--- src/rtl/led_scan_drv_pkg.sv ---
// Shared constants, phase encoding and LED index map for the LED matrix scanner.
// The index map is the single definition of LED k -> (row k/6, column k%6).
package led_scan_drv_pkg;

    localparam int C_LED_N  = 18;
    localparam int C_ROW_N  = 3;
    localparam int C_COL_N  = 6;
    localparam int C_ROW_W  = 2;
    localparam int C_COL_W  = 3;
    localparam int C_IDX_W  = 5;
    localparam int C_DUTY_W = 3;

    typedef enum logic [1:0] {
        PH_BLANK = 2'd0,
        PH_ON    = 2'd1,
        PH_OFF   = 2'd2
    } phase_e;

    // Ceiling log2, never below 1 so that a counter always has at least one bit.
    function automatic int f_log2(input int value);
        int r;
        r = 0;
        for (int i = 0; i < 31; i++) begin
            if ((32'sd1 <<< i) < value) begin
                r = i + 1;
            end
        end
        return (r < 1) ? 1 : r;
    endfunction

    function automatic logic [C_IDX_W-1:0] f_led_idx(input logic [C_ROW_W-1:0] row,
                                                     input logic [C_COL_W-1:0] col);
        return C_IDX_W'(row) * C_IDX_W'(C_COL_N) + C_IDX_W'(col);
    endfunction

endpackage

--- src/rtl/led_scan_drv_if.sv ---
// Core-to-driver bundle: LED vector and brightness in, matrix drive and frame strobe out.
interface led_scan_drv_if;
    import led_scan_drv_pkg::*;

    logic [C_LED_N-1:0]  LEDs_ON_i;
    logic [C_DUTY_W-1:0] DUTY_i;
    logic [C_ROW_N-1:0]  ROWs_o;
    logic [C_COL_N-1:0]  XCOLs_o;
    logic                FRAME_o;

    modport master (
        output LEDs_ON_i,
        output DUTY_i,
        input  ROWs_o,
        input  XCOLs_o,
        input  FRAME_o
    );

    modport slave (
        input  LEDs_ON_i,
        input  DUTY_i,
        output ROWs_o,
        output XCOLs_o,
        output FRAME_o
    );

endinterface

--- src/rtl/led_scan_tmr.sv ---
// Row-slot timer: slot counter, row index, frame-start strobe and blank/on/off decode.
module led_scan_tmr
    import led_scan_drv_pkg::*;
#(
    parameter int C_ROW_CK_N = 45_000,
    parameter int C_BLANK_N  = 1_350
) (
    input  logic                clk_i,
    input  logic                srst_i,
    input  logic [C_DUTY_W-1:0] duty_l_i,
    output logic                frm_start_o,
    output logic [C_ROW_W-1:0]  row_idx_o,
    output phase_e              phase_o
);

    localparam int C_ACT  = C_ROW_CK_N - C_BLANK_N;
    localparam int C_SLOT = C_ACT / 8;
    localparam int C_CW   = f_log2(C_ROW_CK_N);
    localparam int C_EW   = f_log2(C_ROW_CK_N + 1);

    if (C_ACT < 8) begin : g_illegal_window
        $error("led_scan_tmr: C_ROW_CK_N - C_BLANK_N must be at least 8");
    end

    logic [C_CW-1:0]    slot_ctr_q, slot_ctr_d;
    logic [C_ROW_W-1:0] row_idx_q, row_idx_d;
    logic [C_EW-1:0]    ctr_ext_s;
    logic [C_EW-1:0]    on_end_s;

    always_ff @(posedge clk_i) begin
        if (srst_i) begin
            slot_ctr_q <= '0;
            row_idx_q  <= '0;
        end else begin
            slot_ctr_q <= slot_ctr_d;
            row_idx_q  <= row_idx_d;
        end
    end

    always_comb begin
        slot_ctr_d = slot_ctr_q;
        row_idx_d  = row_idx_q;
        if (slot_ctr_q == C_CW'(C_ROW_CK_N - 1)) begin
            slot_ctr_d = '0;
            if (row_idx_q == C_ROW_W'(C_ROW_N - 1)) begin
                row_idx_d = '0;
            end else begin
                row_idx_d = row_idx_q + C_ROW_W'(1);
            end
        end else begin
            slot_ctr_d = slot_ctr_q + C_CW'(1);
        end
    end

    // The on window ends at blank + SLOT*(duty+1); the floor leftover falls into OFF.
    always_comb begin
        ctr_ext_s = C_EW'(slot_ctr_q);
        on_end_s  = C_EW'(C_BLANK_N) + C_EW'(C_SLOT) * (C_EW'(duty_l_i) + C_EW'(1));
        if (ctr_ext_s < C_EW'(C_BLANK_N)) begin
            phase_o = PH_BLANK;
        end else if (ctr_ext_s < on_end_s) begin
            phase_o = PH_ON;
        end else begin
            phase_o = PH_OFF;
        end
    end

    assign frm_start_o = (row_idx_q == '0) && (slot_ctr_q == '0);
    assign row_idx_o   = row_idx_q;

endmodule

--- src/rtl/led_scan_drv.sv ---
// Time-multiplexed 3x6 LED matrix driver: per-frame snapshot, row blanking, 8-level PWM.
module led_scan_drv
    import led_scan_drv_pkg::*;
#(
    parameter int C_ROW_CK_N = 45_000,
    parameter int C_BLANK_N  = 1_350,
    parameter int C_ROW_N    = 3,
    parameter int C_COL_N    = 6
) (
    input  logic          CK_i,
    input  logic          SRST_i,
    led_scan_drv_if.slave bus_if
);

    if ((C_ROW_N != led_scan_drv_pkg::C_ROW_N) || (C_COL_N != led_scan_drv_pkg::C_COL_N)) begin : g_illegal_geometry
        $error("led_scan_drv: matrix geometry is fixed at 3 rows x 6 columns");
    end

    logic [led_scan_drv_pkg::C_LED_N-1:0] snap_q, snap_d, snap_eff_s;
    logic [C_DUTY_W-1:0]                  duty_l_q, duty_l_d, duty_eff_s;
    logic [led_scan_drv_pkg::C_ROW_N-1:0] rows_q, rows_d;
    logic [led_scan_drv_pkg::C_COL_N-1:0] xcols_q, xcols_d;
    logic                                 frame_q, frame_d;
    logic                                 frm_start_s;
    logic [C_ROW_W-1:0]                   row_idx_s;
    phase_e                               phase_s;

    led_scan_tmr #(
        .C_ROW_CK_N (C_ROW_CK_N),
        .C_BLANK_N  (C_BLANK_N)
    ) u_tmr (
        .clk_i       (CK_i),
        .srst_i      (SRST_i),
        .duty_l_i    (duty_eff_s),
        .frm_start_o (frm_start_s),
        .row_idx_o   (row_idx_s),
        .phase_o     (phase_s)
    );

    // On the frame-start cycle the fresh inputs are used directly so the whole frame is coherent.
    always_comb begin
        if (frm_start_s) begin
            snap_eff_s = bus_if.LEDs_ON_i;
            duty_eff_s = bus_if.DUTY_i;
        end else begin
            snap_eff_s = snap_q;
            duty_eff_s = duty_l_q;
        end
        snap_d  = snap_eff_s;
        duty_l_d = duty_eff_s;
        frame_d = frm_start_s;
    end

    always_comb begin
        rows_d  = '0;
        xcols_d = '1;
        if (phase_s == PH_ON) begin
            case (row_idx_s)
                2'd0:    rows_d = 3'b001;
                2'd1:    rows_d = 3'b010;
                2'd2:    rows_d = 3'b100;
                default: rows_d = 3'b000;
            endcase
            for (int c = 0; c < led_scan_drv_pkg::C_COL_N; c++) begin
                xcols_d[c] = ~snap_eff_s[f_led_idx(row_idx_s, C_COL_W'(c))];
            end
        end else begin
            rows_d  = '0;
            xcols_d = '1;
        end
    end

    always_ff @(posedge CK_i) begin
        if (SRST_i) begin
            snap_q   <= '0;
            duty_l_q <= '0;
            rows_q   <= '0;
            xcols_q  <= '1;
            frame_q  <= 1'b0;
        end else begin
            snap_q   <= snap_d;
            duty_l_q <= duty_l_d;
            rows_q   <= rows_d;
            xcols_q  <= xcols_d;
            frame_q  <= frame_d;
        end
    end

    assign bus_if.ROWs_o  = rows_q;
    assign bus_if.XCOLs_o = xcols_q;
    assign bus_if.FRAME_o = frame_q;

endmodule
--- src/flat_wrapper.sv ---
// flat-port wrapper written by rule: the top's interface ports become plain ports
module led_scan_drv_flat import led_scan_drv_pkg::*;
#(
    parameter int C_ROW_CK_N = 45_000,
    parameter int C_BLANK_N  = 1_350,
    parameter int C_ROW_N    = 3,
    parameter int C_COL_N    = 6
)
  (CK_i, SRST_i, bus_if_LEDs_ON_i, bus_if_DUTY_i, bus_if_ROWs_o, bus_if_XCOLs_o, bus_if_FRAME_o);
  led_scan_drv_if bus_if_i ();
  input  logic CK_i;
  input  logic SRST_i;
  input wire logic [$bits(bus_if_i.LEDs_ON_i)-1:0] bus_if_LEDs_ON_i;
  input wire logic [$bits(bus_if_i.DUTY_i)-1:0] bus_if_DUTY_i;
  output wire logic [$bits(bus_if_i.ROWs_o)-1:0] bus_if_ROWs_o;
  output wire logic [$bits(bus_if_i.XCOLs_o)-1:0] bus_if_XCOLs_o;
  output wire logic [$bits(bus_if_i.FRAME_o)-1:0] bus_if_FRAME_o;
  assign bus_if_i.LEDs_ON_i = bus_if_LEDs_ON_i;
  assign bus_if_i.DUTY_i = bus_if_DUTY_i;
  assign bus_if_ROWs_o = bus_if_i.ROWs_o;
  assign bus_if_XCOLs_o = bus_if_i.XCOLs_o;
  assign bus_if_FRAME_o = bus_if_i.FRAME_o;
  led_scan_drv #(.C_ROW_CK_N(C_ROW_CK_N), .C_BLANK_N(C_BLANK_N), .C_ROW_N(C_ROW_N), .C_COL_N(C_COL_N)) u_core (.CK_i(CK_i), .SRST_i(SRST_i), .bus_if(bus_if_i));
endmodule
--- config.mk ---
export PLATFORM = sky130hd
export DESIGN_NAME = led_scan_drv_flat
export DESIGN_NICKNAME = d
export VERILOG_FILES = /design/src/rtl/led_scan_drv_pkg.sv /design/src/rtl/led_scan_drv_if.sv /design/src/rtl/led_scan_tmr.sv /design/src/rtl/led_scan_drv.sv /design/src/flat_wrapper.sv
export SDC_FILE = /design/constraint.sdc
export NUM_CORES = 1
export LEC_CHECK = 0
export BUFFER_PORTS_ARGS = -buffer_cell sky130_fd_sc_hd__buf_2
export CELL_PAD_IN_SITES_DETAIL_PLACEMENT = 1
export CELL_PAD_IN_SITES_GLOBAL_PLACEMENT = 2
export CORE_MARGIN = 10
export CORE_UTILIZATION = 40
export DETAILED_ROUTE_END_ITERATION = 10
export PLACE_DENSITY = 0.95
export SETUP_SLACK_MARGIN = 0.1
export SYNTH_ARGS = -nofsm -noshare
export SYNTH_HDL_FRONTEND = slang
export SYNTH_SLANG_ARGS = --single-unit
--- constraint.sdc ---
create_clock -name CK_i -period 21.9 [get_ports CK_i]
set_clock_uncertainty 0.15 [all_clocks]
set_input_delay 4.38 -clock CK_i [delete_from_list [all_inputs] [get_ports CK_i]]
set_output_delay 4.38 -clock CK_i [all_outputs]
set_load 0.005 [all_outputs]
==> impl_metrics.py <==
metrics = {
    "sta": {
        "tightest_slew_ns": 0.701,
        "rsz0062_at_grt": "false",
        "hold_violations": 0,
        "period_minus_slack_ns": 10.26,
        "fin_tns_setup_ns": 0,
        "fin_crit_sh_pct": 46.9,
        "relSlewSlack_pct": 53.2,
        "slew_viol_final": 0,
        "fmax_mhz": 97.4,
        "setup_viol_count_final": 0,
    },
    "synthesis": {
        "synth_seq_cells": 49,
        "synthMuxAreaShare_pct": 15.3,
        "avgSynthCellArea_um2": 9.12,
        "syn_nets": 397,
        "synth_edf_count": 0,
        "synth_most_common_cell": "dfxtp_1",
        "synth-main-ff-cell": "dfxtp_1",
        "synth_xor_xnor_area_share_pct": 6.66,
        "synth_fa_ha_area_share_pct": 11.1,
        "netlist_area_um2": 3150,
        "synthDominantCellAreaShare_pct": 31.1,
        "synth-seq-area-share_pct": 31.1,
        "ys.warnings.count": 0,
        "ys_top_cells_by_count": "dfxtp_1, nor2_1, ha_1",
        "synth-simple-area-share_pct": 22.3,
        "yosysUniqueCellTypes": 50,
        "synth_area_leaders": "dfxtp_1, ha_1, mux4_2",
        "yosysTopAreaCell": "dfxtp_1",
        "synth_compound_area_share_pct": 9.96,
        "ys_async_sr_fraction_pct": 0,
        "synth_top_family_by_area": "simple AND/OR/NAND/NOR gates",
        "synth_cells": 346,
    },
    "drt": {
        "vias": 2565,
        "drt-initial-drc-count": 64,
        "drc_errors": 0,
        "routed_via_density": 5.40,
        "routedWlPerCell_um": 16.0,
        "wl_um": 7610,
        "postRouteAntennaNets": 0,
        "first_pass_iters": 4,
    },
    "grt": {
        "grt_pass1_vias": 2724,
        "grt_pass1_wl_um": 13000,
        "antenna_found_initial": 0,
        "grt_max_degree": 31,
        "overflow": 0,
        "grt_usage_pct": 13.2,
    },
    "clock_network": {
        "htreeDepth": 2,
        "max-clock-path-buffers": 2,
        "cts_tree": "built",
        "cts.sinks": 49,
        "post_cts_buffers": 0,
        "cts_hold_buf": 0,
        "numCtsBuffers": 5,
        "clk-insertion-delay-late_ns": 0.31,
        "ctsResizeCount": 0,
        "cts_root_buffer": "clkbuf_8",
        "clk_pin_slew_worst_paths_ns": 0.10,
    },
    "power": {
        "vdd_drop_max_mv": 0.0310,
        "leakage_nw": 1.50,
        "powerDensity_nw_per_um2": 73.3,
        "total_power_mw": 0.256,
    },
    "worst_setup_path": {
        "crit_fanout": 10,
        "required_ns": 21.94,
        "path_class": "input port to register",
        "arrival_ns": 10.30,
        "start_kind": "input port",
        "end_kind": "register",
    },
    "finish": {
        "antenna_cells": 0,
        "final_nets": 423,
        "synthToLayoutAreaGrowth_pct": 10.5,
        "final_layout_size_suffix_gt1_share_pct": 18.8,
        "stdcell_count": 475,
    },
    "die": {
        "core_um2": 7690,
        "die_width_um": 109,
        "die_area_um2": 11800,
        "io_pins": 33,
        "die_y_um": 109,
        "rows": 32,
        "start_util_pct": 41.0,
    },
    "placement": {
        "gp_congestion": 0.811,
        "place_inst": 467,
        "io_buffers": 32,
        "place_hpwl_um": 6000,
    },
    "outcome": {
        "status": "finished, final reports clean",
    },
    "flow_run": {
        "drv_cap": 0,
    },
    "hold_path": {
        "hold_class": "register to register",
    },
}
[kinds of logic (layout without fill, tap and decap cells)]
| group | Yosys count | after routing |
|---|---|---|
| simple gates | 135 | 135 |
| flops | 49 | 49 |
| compound gates | 48 | 48 |
| mux | 35 | 35 |
| fa+ha+maj | 28 | 28 |
| buf+inv | 27 | 54 |
| xor+xnor | 24 | 24 |
[final cells by class]
cell class / instances / area, um2
timing repair buffer: 34 / 175
sequential: 49 / 981
clock inverter: 3 / 26.3
multi-input combinational: 270 / 2060
tap: 102 / 128
clock buffer: 5 / 68.8
inverter: 12 / 45.0
fill: 945 / 4200
[through the flow]
stage               util (%)  hold WS, ns  cell area (um2)  setup WS, ns
finish                  45.3        0.311             3490         11.64
global route            45.3        0.339             3490         11.24
CTS                     45.3        0.316             3490         11.66
detailed placement      44.1        0.302             3390         11.33
global placement        44.1        0.286             3390         11.59
floorplan                  -        0.279             3150         11.94
[flip-flops by register name (all words and copies together), names as in the netlist]
signal and flops:
u_core.bus_if.FRAME_o 1, u_core.bus_if.ROWs_o 3, u_core.bus_if.XCOLs_o 6, u_core.duty_l_q 3
u_core.snap_q 18, u_core.u_tmr.ctr_ext_s 16, u_core.u_tmr.row_idx_o 2
[power breakdown]
| group | leakage [nW] | switching (mW) | internal, mW | total, mW |
|---|---|---|---|---|
| Sequential | 0.400 | 0.00245 | 0.0935 | 0.0959 |
| Clock | 0.0423 | 0.0333 | 0.0233 | 0.0566 |
| Combinational | 1.06 | 0.0575 | 0.0456 | 0.103 |
| Total | 1.50 | 0.0933 | 0.162 | 0.256 |
[worst max-delay path: stages]
cell and delay, ns:
buf_2 0.11, mux2i_2 0.35, inv_2 0.16, ha_1 0.27
nand2b_1 0.08, a21oi_1 0.10, or2_2 0.33, ha_1 0.41
nor2b_1 0.17, o21ai_0 0.40, and2_1 0.25, ha_1 0.29
o22ai_1 0.14, a21oi_1 0.10, o32ai_2 0.40, mux2_2 0.38
o211ai_1 0.18, ha_1 0.26, nand4_1 0.11, nor2_1 0.07
a211oi_1 0.26, o211ai_1 0.13, a311oi_1 0.31, buf_4 0.21
or3b_2 0.44
[worst paths after layout]
check | end | from | cells after the start | slack (ns)
hold reg to reg | u_core.snap_q[1] | u_core.snap_q[1] | 2 | 0.31
setup reg to reg | u_core.bus_if.XCOLs_o[3] | u_core.u_tmr.row_idx_o[0] | 29 | 13.61
hold / removal | u_core.snap_q[1] | u_core.snap_q[1] | 2 | 0.31
setup / recovery | u_core.bus_if.XCOLs_o[3] | bus_if_DUTY_i[0] | 25 | 11.64
[per-layer routing]
metal  up-vias  share of wire (%)  global-route usage (%)
met3        12                4.6                    2.83
met5         -                  0                       0
met2        36                 49                    23.2
li1       1275                  -                       -
met4         0                2.0                    3.95
met1      1242                 44                    15.8
[cell usage in the layout, fill, tap and decap left out, types with 6 or more instances in the layout]
cell	count
and3_1	6
mux4_2	10
xnor2_1	10
xor2_1	14
nand2b_1	6
inv_1	11
buf_2	32
nor2b_1	11
ha_1	28
nor2_1	42
mux2i_1	21
nand2_1	27
dfxtp_1	49
a21oi_1	18
nand3_1	14
a21o_1	6
No activity file was read; power rests on OpenSTA's default activity.
